===== src/rtl/mux_pkg.sv =====
// Shared constants and helpers for the round-robin result mux.
// Imported by the arbiter and the mux top level.
package mux_pkg;

  localparam logic MODE_DIRECT = 1'b0;
  localparam logic MODE_RR     = 1'b1;

  function automatic int clog2(input int n);
    int r;
    r = 0;
    while ((1 << r) < n) r++;
    return r;
  endfunction

endpackage


===== src/rtl/rr_arbiter.sv =====
// Rotate-priority encoder: first asserted req at or after ptr wins.
// Purely combinational; en=0 grants nothing.
module rr_arbiter
  import mux_pkg::*;
#(
  parameter int NCH   = 8,
  parameter int SEL_W = clog2(NCH)
) (
  input  logic [NCH-1:0]   req,
  input  logic [SEL_W-1:0] ptr,
  input  logic             en,
  output logic [NCH-1:0]   gnt,
  output logic [SEL_W-1:0] gnt_idx
);

  int   idx;
  logic found;

  always_comb begin
    gnt     = '0;
    gnt_idx = '0;
    found   = 1'b0;
    idx     = 0;
    for (int i = 0; i < NCH; i++) begin
      idx = int'(ptr) + i;
      if (idx >= NCH) idx = idx - NCH;
      if (en && !found && req[SEL_W'(idx)]) begin
        found                = 1'b1;
        gnt[SEL_W'(idx)]     = 1'b1;
        gnt_idx              = SEL_W'(idx);
      end
    end
  end

endmodule


===== src/rtl/mux_rr_pipe.sv =====
// N:1 result mux with direct or round-robin channel select,
// a single registered output stage and valid/ready handshakes.
module mux_rr_pipe
  import mux_pkg::*;
#(
  parameter int NCH   = 8,
  parameter int WIDTH = 32,
  parameter int SEL_W = clog2(NCH)
) (
  input  logic                 clk,
  input  logic                 reset,
  input  logic                 mode,
  input  logic [SEL_W-1:0]     sel,
  input  logic [NCH*WIDTH-1:0] in_data,
  input  logic [NCH-1:0]       in_valid,
  output logic [NCH-1:0]       in_ready,
  output logic [WIDTH-1:0]     out_data,
  output logic                 out_valid,
  output logic [SEL_W-1:0]     out_sel,
  input  logic                 out_ready
);

  logic             load;
  logic             fire;
  logic [NCH-1:0]   gnt_rr;
  logic [NCH-1:0]   gnt_dir;
  logic [NCH-1:0]   grant;
  logic [SEL_W-1:0] rr_idx;
  logic [SEL_W-1:0] gnt_idx;
  logic [SEL_W-1:0] rr_ptr;
  logic [SEL_W-1:0] ptr_next;
  logic [WIDTH-1:0] mux_data;

  rr_arbiter #(
    .NCH   (NCH),
    .SEL_W (SEL_W)
  ) u_arb (
    .req     (in_valid),
    .ptr     (rr_ptr),
    .en      (mode == MODE_RR),
    .gnt     (gnt_rr),
    .gnt_idx (rr_idx)
  );

  // Out-of-range sel codes match no channel, so they never grant.
  always_comb begin
    gnt_dir = '0;
    for (int k = 0; k < NCH; k++) begin
      if (mode == MODE_DIRECT && sel == SEL_W'(k) && in_valid[k])
        gnt_dir[k] = 1'b1;
    end
  end

  assign grant    = gnt_dir | gnt_rr;
  assign gnt_idx  = (mode == MODE_RR) ? rr_idx : sel;
  assign load     = ~out_valid | out_ready;
  assign in_ready = (load && !reset) ? grant : '0;
  assign fire     = |in_ready;
  assign ptr_next = (gnt_idx == SEL_W'(NCH - 1)) ? '0 : gnt_idx + 1'b1;

  always_comb begin
    mux_data = '0;
    for (int k = 0; k < NCH; k++)
      mux_data = mux_data | ({WIDTH{grant[k]}} & in_data[k*WIDTH +: WIDTH]);
  end

  always_ff @(posedge clk or posedge reset) begin
    if (reset) begin
      out_valid <= 1'b0;
      out_data  <= '0;
      out_sel   <= '0;
      rr_ptr    <= '0;
    end else if (fire) begin
      out_valid <= 1'b1;
      out_data  <= mux_data;
      out_sel   <= gnt_idx;
      if (mode == MODE_RR) rr_ptr <= ptr_next;
    end else if (out_ready) begin
      out_valid <= 1'b0;
    end
  end

endmodule

===== config.mk =====
export PLATFORM = sky130hd
export DESIGN_NAME = mux_rr_pipe
export DESIGN_NICKNAME = d
export VERILOG_FILES = /design/src/rtl/mux_pkg.sv /design/src/rtl/rr_arbiter.sv /design/src/rtl/mux_rr_pipe.sv
export SDC_FILE = /design/constraint.sdc
export NUM_CORES = 1
export LEC_CHECK = 0
export BUFFER_PORTS_ARGS = -buffer_cell sky130_fd_sc_hd__buf_2
export CAP_MARGIN = 10
export CORE_ASPECT_RATIO = 0.5
export CORE_MARGIN = 2
export CORE_UTILIZATION = 43
export CTS_CLUSTER_SIZE = 24
export DETAILED_ROUTE_END_ITERATION = 12
export PLACE_DENSITY = 0.86
export SYNTH_ARGS = -nofsm -noshare
export SYNTH_HDL_FRONTEND = slang
export SYNTH_SLANG_ARGS = --single-unit

===== constraint.sdc =====
create_clock -name clk -period 10 [get_ports clk]
set_input_delay 1.5 -clock clk [delete_from_list [all_inputs] [get_ports clk]]
set_output_delay 1.5 -clock clk [all_outputs]
set_load 0.05 [all_outputs]

==> key figures, run 1 <==
Yosys
  – Synth Area in XOR/XNOR: 0.9142%
  – Top-count cell post-synth: a222oi_1
  – Post-synth EDFFs: 0
  – Synth area leaders: dfrtp_1 (21%), a222oi_1 (14%), mux2_4 (9.4%)
  – Post-Synth Simple-Gate Area: 16.46%
  – Synth cell types: 70
  – Synth async-reset ratio: 100.0%
  – Post-synthesis register bit count: 39
  – Post-Synthesis Cell Area: 4653 µm²
  – Synthesized area per cell: 9.575 µm²
  – Commonest cells in the netlist: a222oi_1 (64), nand3_1 (45), dfrtp_1 (39)
  – Synth warn: 0
  – Gate Count Post-Synth: 486
  – Post-synth top area cell: dfrtp_1
  – Synth Area in Compound Gates: 31.27%
  – Adder-Cell Fraction of Synth Area: 2.420%
  – Post-synthesis sequential area ratio: 20.97%
  – Main combinational cell family by area after synthesis: compound AO/OA/AOI/OAI gates
  – Multiplexer share of the synthesized area: 21.94%
  – Post-Syn Nets: 766
  – Yosys top cell area share: 20.97%
  – Post-synth top flop: dfrtp_1

Clocking
  – CTS H-tree lvls: 2
  – Postcts setup bufs: 0
  – Clk Latency, worst-skew pair: 0.27 ns
  – Clk sinks: 39
  – Cts hold-fix bufs: 0
  – Clk root buf: clkbuf_16
  – Reg clk slew, reported paths: 0.06 ns
  – CTS tree: done
  – # resized after CTS: 0
  – Longest Clk Path Bufs: 2
  – Cts bufs inserted: 5

Outcome
  – Status: finished clean

Floorplanning
  – Die ar.: 11,720 µm²
  – IO Pins: 315
  – Die Height: 77.56 µm
  – Initial Util: 44.84%
  – FP Rows: 26
  – Core Footprint: 10,380 µm²
  – Die X: 151.1 µm

Timing
  – Hold Violations, Final: 0
  – RSZ-0062 raised after global routing: false
  – Skew final: 0.004995 ns
  – Total negative slack: 0 ns
  – Max Transition Viols Final: 0
  – Minimum clock period: 6.576 ns
  – # setup viols final: 0
  – Max Freq: 152.1 MHz
  – Worst slew pin tran: 0.9799 ns
  – Max_slew headroom: 34.67%
  – Crit share post-route: 65.76%
  – Hold_ws: 0.5034 ns

Pwr
  – Switch share: 54.62%
  – VDD IR max: 0.1416 mV
  – Clock share of power: 6.5%
  – Pwr dens: 364.9 nW/µm²
  – Switching power: 1.275 mW
  – Combinational power share: 80.7%
  – LEAKAGE: 3.061 nW
  – Reg power frac: 12.8%
  – Pint: 1.059 mW

Worst setup path
  – Most frequent CP cell: buf_4
  – CP max FO: 23
  – Crit Path Class: register to output pin
  – Startpoint types: register
  – Top delay family on crit path: buffers and inverters
  – Critical path depth: 12
  – Worst R2R Start: rr_ptr[1]$_DFFE_PP0P_
  – Slowest cell on the critical path: ha_1
  – R2r setup slk: 3.91 ns
  – Worst-path cell chain: buf_4 > inv_1 > ha_1 > mux4_2 > nor2b_1 > o32a_1 > o21ai_1 > a21oi_1 > or3_1 > buf_4 > and2_1 > buf_2
  – Reg2reg path depth: 14
  – Critical path capture point: in_ready[3]
  – CP Capture Type: output pin
  – End of the worst register-to-register path: out_data[21]$_DFFE_PP0P_
  – Worst EP required: 8.50 ns
  – Worst Path Arrival: 5.08 ns
  – Critical path buffers and inverters: 4
  – Crit-path max cell delay: 0.83 ns
  – Setup crit start: rr_ptr[1]$_DFFE_PP0P_

GRT
  – Initial antenna violation count: 1
  – Number of global-route vias before repair: 5,679
  – Pin count of the biggest net entering global routing: 35
  – Grt ovf: 0
  – Global-route usage over all layers: 36.88%
  – First-pass GRT wire length: 33,290 µm

Routing
  – Vias: 6,133
  – Initial DRC Count: 1,073
  – Drc violations: 0
  – Via density: 6.754
  – Final WL: 22,080 µm
  – DRT Pass-1 Iters: 9
  – Wire length per cell: 24.32 µm
  – Final ANT Viol Nets: 0

Place
  – HPWL after DPL: 17,120 µm
  – Gpl congestion: 1.029
  – DP Area: 6233 µm²
  – IO Port Bufs: 314

Cells and area
  – Final Instance Area: 6396 µm²
  – Nets: 1,046
  – # fillers: 913
  – Area Overhead vs Synth: 37.46%
  – Share of cells above drive strength 1: 53.32%

Flow run
  – Max cap viols: 0

Worst hold path
  – Worst hold path type: register to register
-- per-layer routing --
layer  global-route usage (%)  vias to the layer above  wire length (µm)
met2                    55.00                      488              9750
met5                        0                        -                13
li1                         -                     2626                 -
met1                    52.80                     2960              8909
met4                    10.56                        2               568
met3                    9.176                       57              2837
-- cells in the final DEF, fill, tap and decap left out, types with 3 or more instances in the layout --
cell,netlist,layout
nand2b_1,5,5
a22oi_1,33,33
o221ai_1,3,3
nand2_1,23,23
nand4_1,8,8
and3_1,4,4
nand3_1,45,45
buf_2,5,314
ha_1,9,9
mux4_2,14,14
mux2_2,16,16
clkbuf_16,0,5
buf_4,3,10
a31oi_1,6,6
a221oi_1,4,4
inv_1,5,4
nor2b_1,5,5
o22ai_1,3,3
nand4b_1,3,3
dfrtp_1,39,39
nor3_1,5,5
nor2_1,20,20
a21o_1,4,4
o211ai_1,3,3
mux2_4,29,29
mux2i_1,9,9
and2_1,11,11
a32oi_1,3,3
a21oi_1,13,13
a222oi_1,64,64
-- layout make-up --
cell class,count,area [µm²],area share (%)
multi-input combinational,389,3413,53.36
timing repair buffer,325,1662,25.98
sequential,39,975.9,15.26
tap,140,175.2,2.739
clock buffer,5,125.1,1.956
inverter,6,22.52,0.3521
clock inverter,3,20.02,0.3130
antenna,1,2.502,0.03912
-- per-stage QoR --
stage / utilization, % / setup slack [ns] / std cells / power [mW]
2_1_floorplan: - / 4.433 / 486 / 1.710
3_3_place_gp: 60.07 / 3.927 / 898 / 2.120
3_5_place_dp: 60.07 / 3.831 / 898 / 2.135
4_1_cts: 61.47 / 3.524 / 906 / 2.296
5_1_grt: 61.61 / 3.173 / 907 / 2.451
6_report: 61.63 / 3.424 / 908 / 2.334
-- kinds of logic after synthesis --
family                   after synthesis
XOR/XNOR                               4
adder cells (fa/ha/maj)                9
buffers and inverters                 58
AO/OA/AOI/OAI                        167
AND/OR/NAND/NOR                      141
multiplexers                          68
flip-flops                            39
-- state kept, by name, indices dropped and copies added, names as in the netlist --
register,flops
out_valid,1
out_sel,3
out_data,32
rr_ptr,3
-- how the worst min path moves through the flow --
| stage | start | to | slack, ns | cells past startpoint |
|---|---|---|---|---|
| after global placement | out_data[13]$_DFFE_PP0P_ | out_data[13]$_DFFE_PP0P_ | 0.49 | 1 |
| after detailed placement | out_data[1]$_DFFE_PP0P_ | out_data[1]$_DFFE_PP0P_ | 0.49 | 1 |
| after CTS | out_data[14]$_DFFE_PP0P_ | out_data[14]$_DFFE_PP0P_ | 0.50 | 1 |
| final | out_data[14]$_DFFE_PP0P_ | out_data[14]$_DFFE_PP0P_ | 0.50 | 1 |
| after global routing | out_data[24]$_DFFE_PP0P_ | out_data[24]$_DFFE_PP0P_ | 0.52 | 1 |
| after floorplan | out_valid$_DFFE_PP0P_ | out_valid$_DFFE_PP0P_ | 0.83 | 1 |
-- power groups by stage --
stage               combinational (mW)  sequential (mW)  clock (mW)
finish                            1.88            0.299       0.152
detailed placement                1.84            0.299           0
floorplan                         1.18            0.526           0
global route                      1.98            0.309       0.162
CTS                               1.84            0.297       0.155
global placement                  1.82            0.295           0
Power figures use the tool's default switching activity.
==> run 2, diff against run 1 <==
CORE_UTILIZATION = 39   (was 43)
PLACE_DENSITY = 0.83   (was 0.86)
clock period = 5.52 ns   (was 10 ns; I/O delays follow)
==> key figures, run 2 (same netlist as run 1, synthesis figures left out) <==
Outcome
  – Status: finished clean

Worst setup path
  – Worst EP required: 4.69 ns
  – Top delay family on crit path: buffers and inverters
  – Startpoint types: register
  – Critical path buffers and inverters: 3
  – CP Capture Type: output pin
  – Crit Path Class: register to output pin
  – Worst Path Arrival: 4.09 ns
  – Crit-path max cell delay: 0.58 ns
  – Worst-path cell chain: inv_2 > ha_1 > mux4_2 > mux2i_1 > nand4_1 > a21oi_1 > a221oi_1 > o31ai_4 > buf_4 > and2_1 > buf_2
  – CP max FO: 34
  – Slowest cell on the critical path: mux4_2

Clocking
  – Cts hold-fix bufs: 0
  – CTS tree: done
  – CTS H-tree lvls: 2
  – Clk root buf: clkbuf_16
  – Reg clk slew, reported paths: 0.05 ns
  – Cts bufs inserted: 5
  – # resized after CTS: 0
  – Clk Latency, worst-skew pair: 0.27 ns
  – Clk sinks: 39
  – Longest Clk Path Bufs: 2
  – Postcts setup bufs: 0

GRT
  – Global-route usage over all layers: 29.82%
  – Pin count of the biggest net entering global routing: 40
  – Number of global-route vias before repair: 5,560
  – First-pass GRT wire length: 29,770 µm
  – Grt ovf: 0
  – Initial antenna violation count: 0

Cells and area
  – Most common cell after layout, fill and taps aside: buf_2
  – Fin util: 54.99%
  – Nets: 1,051
  – Biggest regs: out_data x32, out_sel x3, rr_ptr x3
  – Inserted Diodes: 0
  – Most frequent cells in the layout: buf_2 (314), a222oi_1 (64), nand3_1 (45)
  – Largest register FFs: 32
  – Area Overhead vs Synth: 38.69%
  – Most flops, register: out_data
  – Final Instance Area: 6454 µm²
  – Fin cells: 936
  – Share of cells above drive strength 1: 53.57%

Routing
  – Vias: 6,156
  – Drc violations: 0
  – Initial DRC Count: 1,167
  – DRT Pass-1 Iters: 11
  – Final ANT Viol Nets: 0
  – Via density: 6.577
  – Wire length per cell: 21.91 µm
  – Final WL: 20,510 µm

Timing
  – Max Freq: 203.5 MHz
  – # setup viols final: 0
  – Final WS setup: 0.6049 ns
  – Max_slew headroom: 39.37%
  – Hold Violations, Final: 0
  – Crit share post-route: 89.04%
  – RSZ-0062 raised after global routing: false
  – Worst slew pin tran: 0.9072 ns
  – Minimum clock period: 4.915 ns
  – Total negative slack: 0 ns
  – Max Transition Viols Final: 0
  – Hold_ws: 0.5016 ns
  – Skew final: 0.003783 ns

Floorplanning
  – FP Rows: 28
  – Core Footprint: 11,740 µm²
  – Die X: 158.5 µm
  – Die ar.: 12,870 µm²
  – IO Pins: 315
  – Die Height: 81.24 µm
  – Initial Util: 39.65%

Flow run
  – Max cap viols: 0

Place
  – HPWL after DPL: 15,710 µm
  – IO Port Bufs: 314
  – DP Cell Count: 929
  – DP Area: 6310 µm²
  – Post-Place Worst Slack: 1.021 ns
  – Gpl congestion: 1.009

Pwr
  – Design Power: 4.264 mW
  – Pwr dens: 660.7 nW/µm²
  – LEAKAGE: 3.091 nW
  – VDD IR max: 0.3396 mV

Worst hold path
  – Worst hold path type: register to register
[run 2: changes by cell type in the layout (fill, tap and decap cells not counted)]
cell	change
clkbuf_8	+1
buf_4	+6
diode_2	-1
clkinvlp_4	-2
buf_8	-1
[run 2: final timing paths]
kind | start | end | slack (ns) | depth (start not counted)
worst min register to register | out_data[7]$_DFFE_PP0P_ | out_data[7]$_DFFE_PP0P_ | 0.50 | 1
worst max-delay path | rr_ptr[0]$_DFFE_PP0P_ | in_ready[2] | 0.60 | 11
min in group asynchronous | reset | out_data[20]$_DFFE_PP0P_ | 0.70 | 3
worst min-delay path | out_data[7]$_DFFE_PP0P_ | out_data[7]$_DFFE_PP0P_ | 0.50 | 1
max in group asynchronous | reset | out_data[7]$_DFFE_PP0P_ | 4.47 | 3
worst max register to register | rr_ptr[0]$_DFFE_PP0P_ | out_data[10]$_DFFE_PP0P_ | 0.79 | 12
[run 2: layer usage]
layer | share of wire [%] | GRT usage [%]
met1 | 39 | 42.19
met2 | 45 | 45.00
met3 | 13 | 6.617
met4 | 2.8 | 10.09
met5 | 0 | 0
[run 2: power breakdown]
| group | internal (mW) | total (mW) | switching (mW) |
|---|---|---|---|
| Combinational | 1.34 | 3.47 | 2.13 |
| Sequential | 0.436 | 0.514 | 0.0783 |
| Clock | 0.176 | 0.277 | 0.101 |
[run 2: layout make-up]
cell class                 count  area (µm²)
tap                          165       206.4
multi-input combinational    389        3413
fill                        1055        5283
clock inverter                 1       5.005
timing repair buffer         330        1692
clock buffer                   6       138.9
sequential                    39       975.9
inverter                       6       22.52
[run 2: worst reg2reg max path, stage by stage, from the launching register on]
cell and delay, ns:
dfrtp_1 0.38, inv_2 0.26, ha_1 0.47, mux4_2 0.58
mux2i_1 0.36, nand3_1 0.17, a2111oi_1 0.85, o31ai_1 0.17
nand2_1 0.71, buf_4 0.34, a22oi_1 0.10, nand3_1 0.12
mux2_4 0.15
==> run 3, diff against run 2 <==
CORE_UTILIZATION = 37   (was 39)
PLACE_DENSITY = 0.82   (was 0.83)
SYNTH_HIERARCHICAL = 1   (was unset)
==> key figures, run 3 <==
Outcome
  – Status: finished clean

Floorplanning
  – Die X: 154.4 µm
  – Die ar.: 12,220 µm²
  – FP Rows: 27
  – Die Height: 79.18 µm
  – Core Footprint: 11,010 µm²
  – IO Pins: 315
  – Initial Util: 37.98%

Yosys
  – Synth warn: 6
  – Post-Syn Nets: 728
  – Post-Synthesis Cell Area: 4183 µm²
  – Post-synth top flop: dfrtp_1
  – Synth area leaders: dfrtp_1 (23%), a22oi_1 (23%), mux2_1 (7.8%)
  – Gate Count Post-Synth: 448
  – Post-synth EDFFs: 0
  – Synth async-reset ratio: 100.0%
  – Post-synth top area cell: dfrtp_1
  – Synthesized area per cell: 9.337 µm²
  – Post-synthesis register bit count: 39
  – Post-synthesis sequential area ratio: 23.33%
  – Top-count cell post-synth: a22oi_1
  – Commonest cells in the netlist: a22oi_1 (129), dfrtp_1 (39), clkbuf_1 (34)
  – Yosys top cell area share: 23.33%
  – Synth cell types: 56

Clocking
  – Postcts setup bufs: 0
  – # resized after CTS: 0
  – Cts hold-fix bufs: 0
  – Reg clk slew, reported paths: 0.05 ns
  – Clk sinks: 39
  – Clk root buf: clkbuf_16
  – Longest Clk Path Bufs: 2
  – Cts bufs inserted: 5
  – CTS tree: done
  – Clk Latency, worst-skew pair: 0.27 ns
  – CTS H-tree lvls: 2

Worst setup path
  – End of the worst register-to-register path: out_data[18]$_DFFE_PP0P_
  – Slowest cell on the critical path: ha_1
  – Startpoint types: register
  – Most frequent CP cell: mux2i_1
  – Worst-path cell chain: clkinv_1 > ha_1 > mux4_2 > o21ai_1 > inv_1 > a21oi_1 > and4_1 > mux2i_1 > mux2i_1 > a31o_1 > nor2b_1 > buf_2
  – CP max FO: 8
  – Worst EP required: 4.69 ns
  – Worst R2R Start: rr_ptr[0]$_DFFE_PP0P_
  – Crit Path Class: register to output pin
  – Critical path buffers and inverters: 3
  – Reg2reg path depth: 15
  – CP Capture Type: output pin
  – Crit-path max cell delay: 0.60 ns
  – R2r setup slk: 0.58 ns
  – Worst Path Arrival: 4.28 ns
  – Top delay family on crit path: compound AO/OA/AOI/OAI gates

Cells and area
  – Most common cell after layout, fill and taps aside: buf_2
  – Area Overhead vs Synth: 43.94%
  – Share of cells above drive strength 1: 50.40%
  – Largest register FFs: 32
  – Biggest regs: out_data x32, out_sel x3, rr_ptr x3
  – Inserted Diodes: 0
  – Most frequent cells in the layout: buf_2 (314), a22oi_1 (129), dfrtp_1 (39)
  – Nets: 1,024
  – Fin cells: 889
  – Most flops, register: out_data

Pwr
  – VDD IR max: 0.2380 mV
  – LEAKAGE: 2.942 nW
  – Design Power: 3.601 mW
  – Pwr dens: 598.0 nW/µm²

Timing
  – # setup viols final: 0
  – Hold_ws: 0.4814 ns
  – Minimum clock period: 5.109 ns
  – Crit share post-route: 92.56%
  – Skew final: 0.002092 ns
  – RSZ-0062 raised after global routing: false
  – Max Transition Viols Final: 0
  – Worst slew pin tran: 0.8363 ns
  – Total negative slack: 0 ns
  – Max_slew headroom: 44.17%
  – Hold Violations, Final: 0
  – Max Freq: 195.7 MHz

Worst hold path
  – Worst Hold Launch: out_data[17]$_DFFE_PP0P_
  – Hold worst-path end: out_data[17]$_DFFE_PP0P_
  – Worst hold path type: register to register
  – Worst Hold Depth: 1

Place
  – IO Port Bufs: 314
  – DP Cell Count: 882
  – Gpl congestion: 0.9987
  – HPWL after DPL: 14,840 µm

Routing
  – Vias: 5,497
  – Via density: 6.183
  – DRT Pass-1 Iters: 5
  – Initial DRC Count: 718
  – Final ANT Viol Nets: 0
  – Wire length per cell: 20.73 µm
  – Final WL: 18,430 µm
  – Drc violations: 0

GRT
  – Number of global-route vias before repair: 5,285
  – Grt ovf: 0
  – Global-route usage over all layers: 29.02%
  – First-pass GRT wire length: 28,180 µm
  – Initial antenna violation count: 0
  – Pin count of the biggest net entering global routing: 42

Flow run
  – Max cap viols: 0
[run 3: per-stage QoR]
stage	utilization, %	instance area [µm²]	setup slack [ns]
3_5_place_dp	53.36	5877	0.5757
5_1_grt	54.67	6021	0.1582
6_report	54.67	6021	0.4106
2_1_floorplan	-	4183	0.3894
4_1_cts	54.67	6021	0.5008
3_3_place_gp	53.36	5877	0.6964
[run 3: layout make-up]
type,instances,area (µm²)
fill,1038,4992
multi-input combinational,356,2972
timing repair buffer,333,1714
sequential,39,975.9
tap,145,181.4
clock buffer,6,138.9
inverter,9,33.78
clock inverter,1,5.005
[run 3: kinds of logic after synthesis]
kind of cell | count (synthesis) | synth area share [%]
fa+ha+maj | 9 | 2.692
mux | 63 | 20.58
xor+xnor | 3 | 0.6283
simple gates | 103 | 14.78
compound gates | 178 | 32.19
buf+inv | 53 | 5.803
flops | 39 | 23.33
[run 3: metal layers]
metal	track usage, %	vias up	part of all wire [%]
li1	-	2443	-
met1	40.18	2596	40
met2	44.75	392	46
met3	6.769	66	11
met4	9.907	0	3.3
met5	0	-	0
[run 3: power breakdown]
part / internal (mW) / total, mW / switching (mW) / leakage, nW
registers: 0.423 / 0.488 / 0.0650 / 0.492
logic: 1.05 / 2.83 / 1.78 / 2.38
clock network: 0.176 / 0.279 / 0.103 / 0.0727
[run 3: worst max path at each step]
stage	from	end	cells after the start
floorplan	rr_ptr[0]$_DFFE_PP0P_	in_ready[5]	15
global placement	in_valid[7]	out_data[31]$_DFFE_PP0P_	14
detailed placement	in_valid[7]	out_data[21]$_DFFE_PP0P_	14
CTS	rr_ptr[0]$_DFFE_PP0P_	in_ready[0]	12
global route	rr_ptr[0]$_DFFE_PP0P_	in_ready[1]	12
finish	rr_ptr[0]$_DFFE_PP0P_	in_ready[1]	12
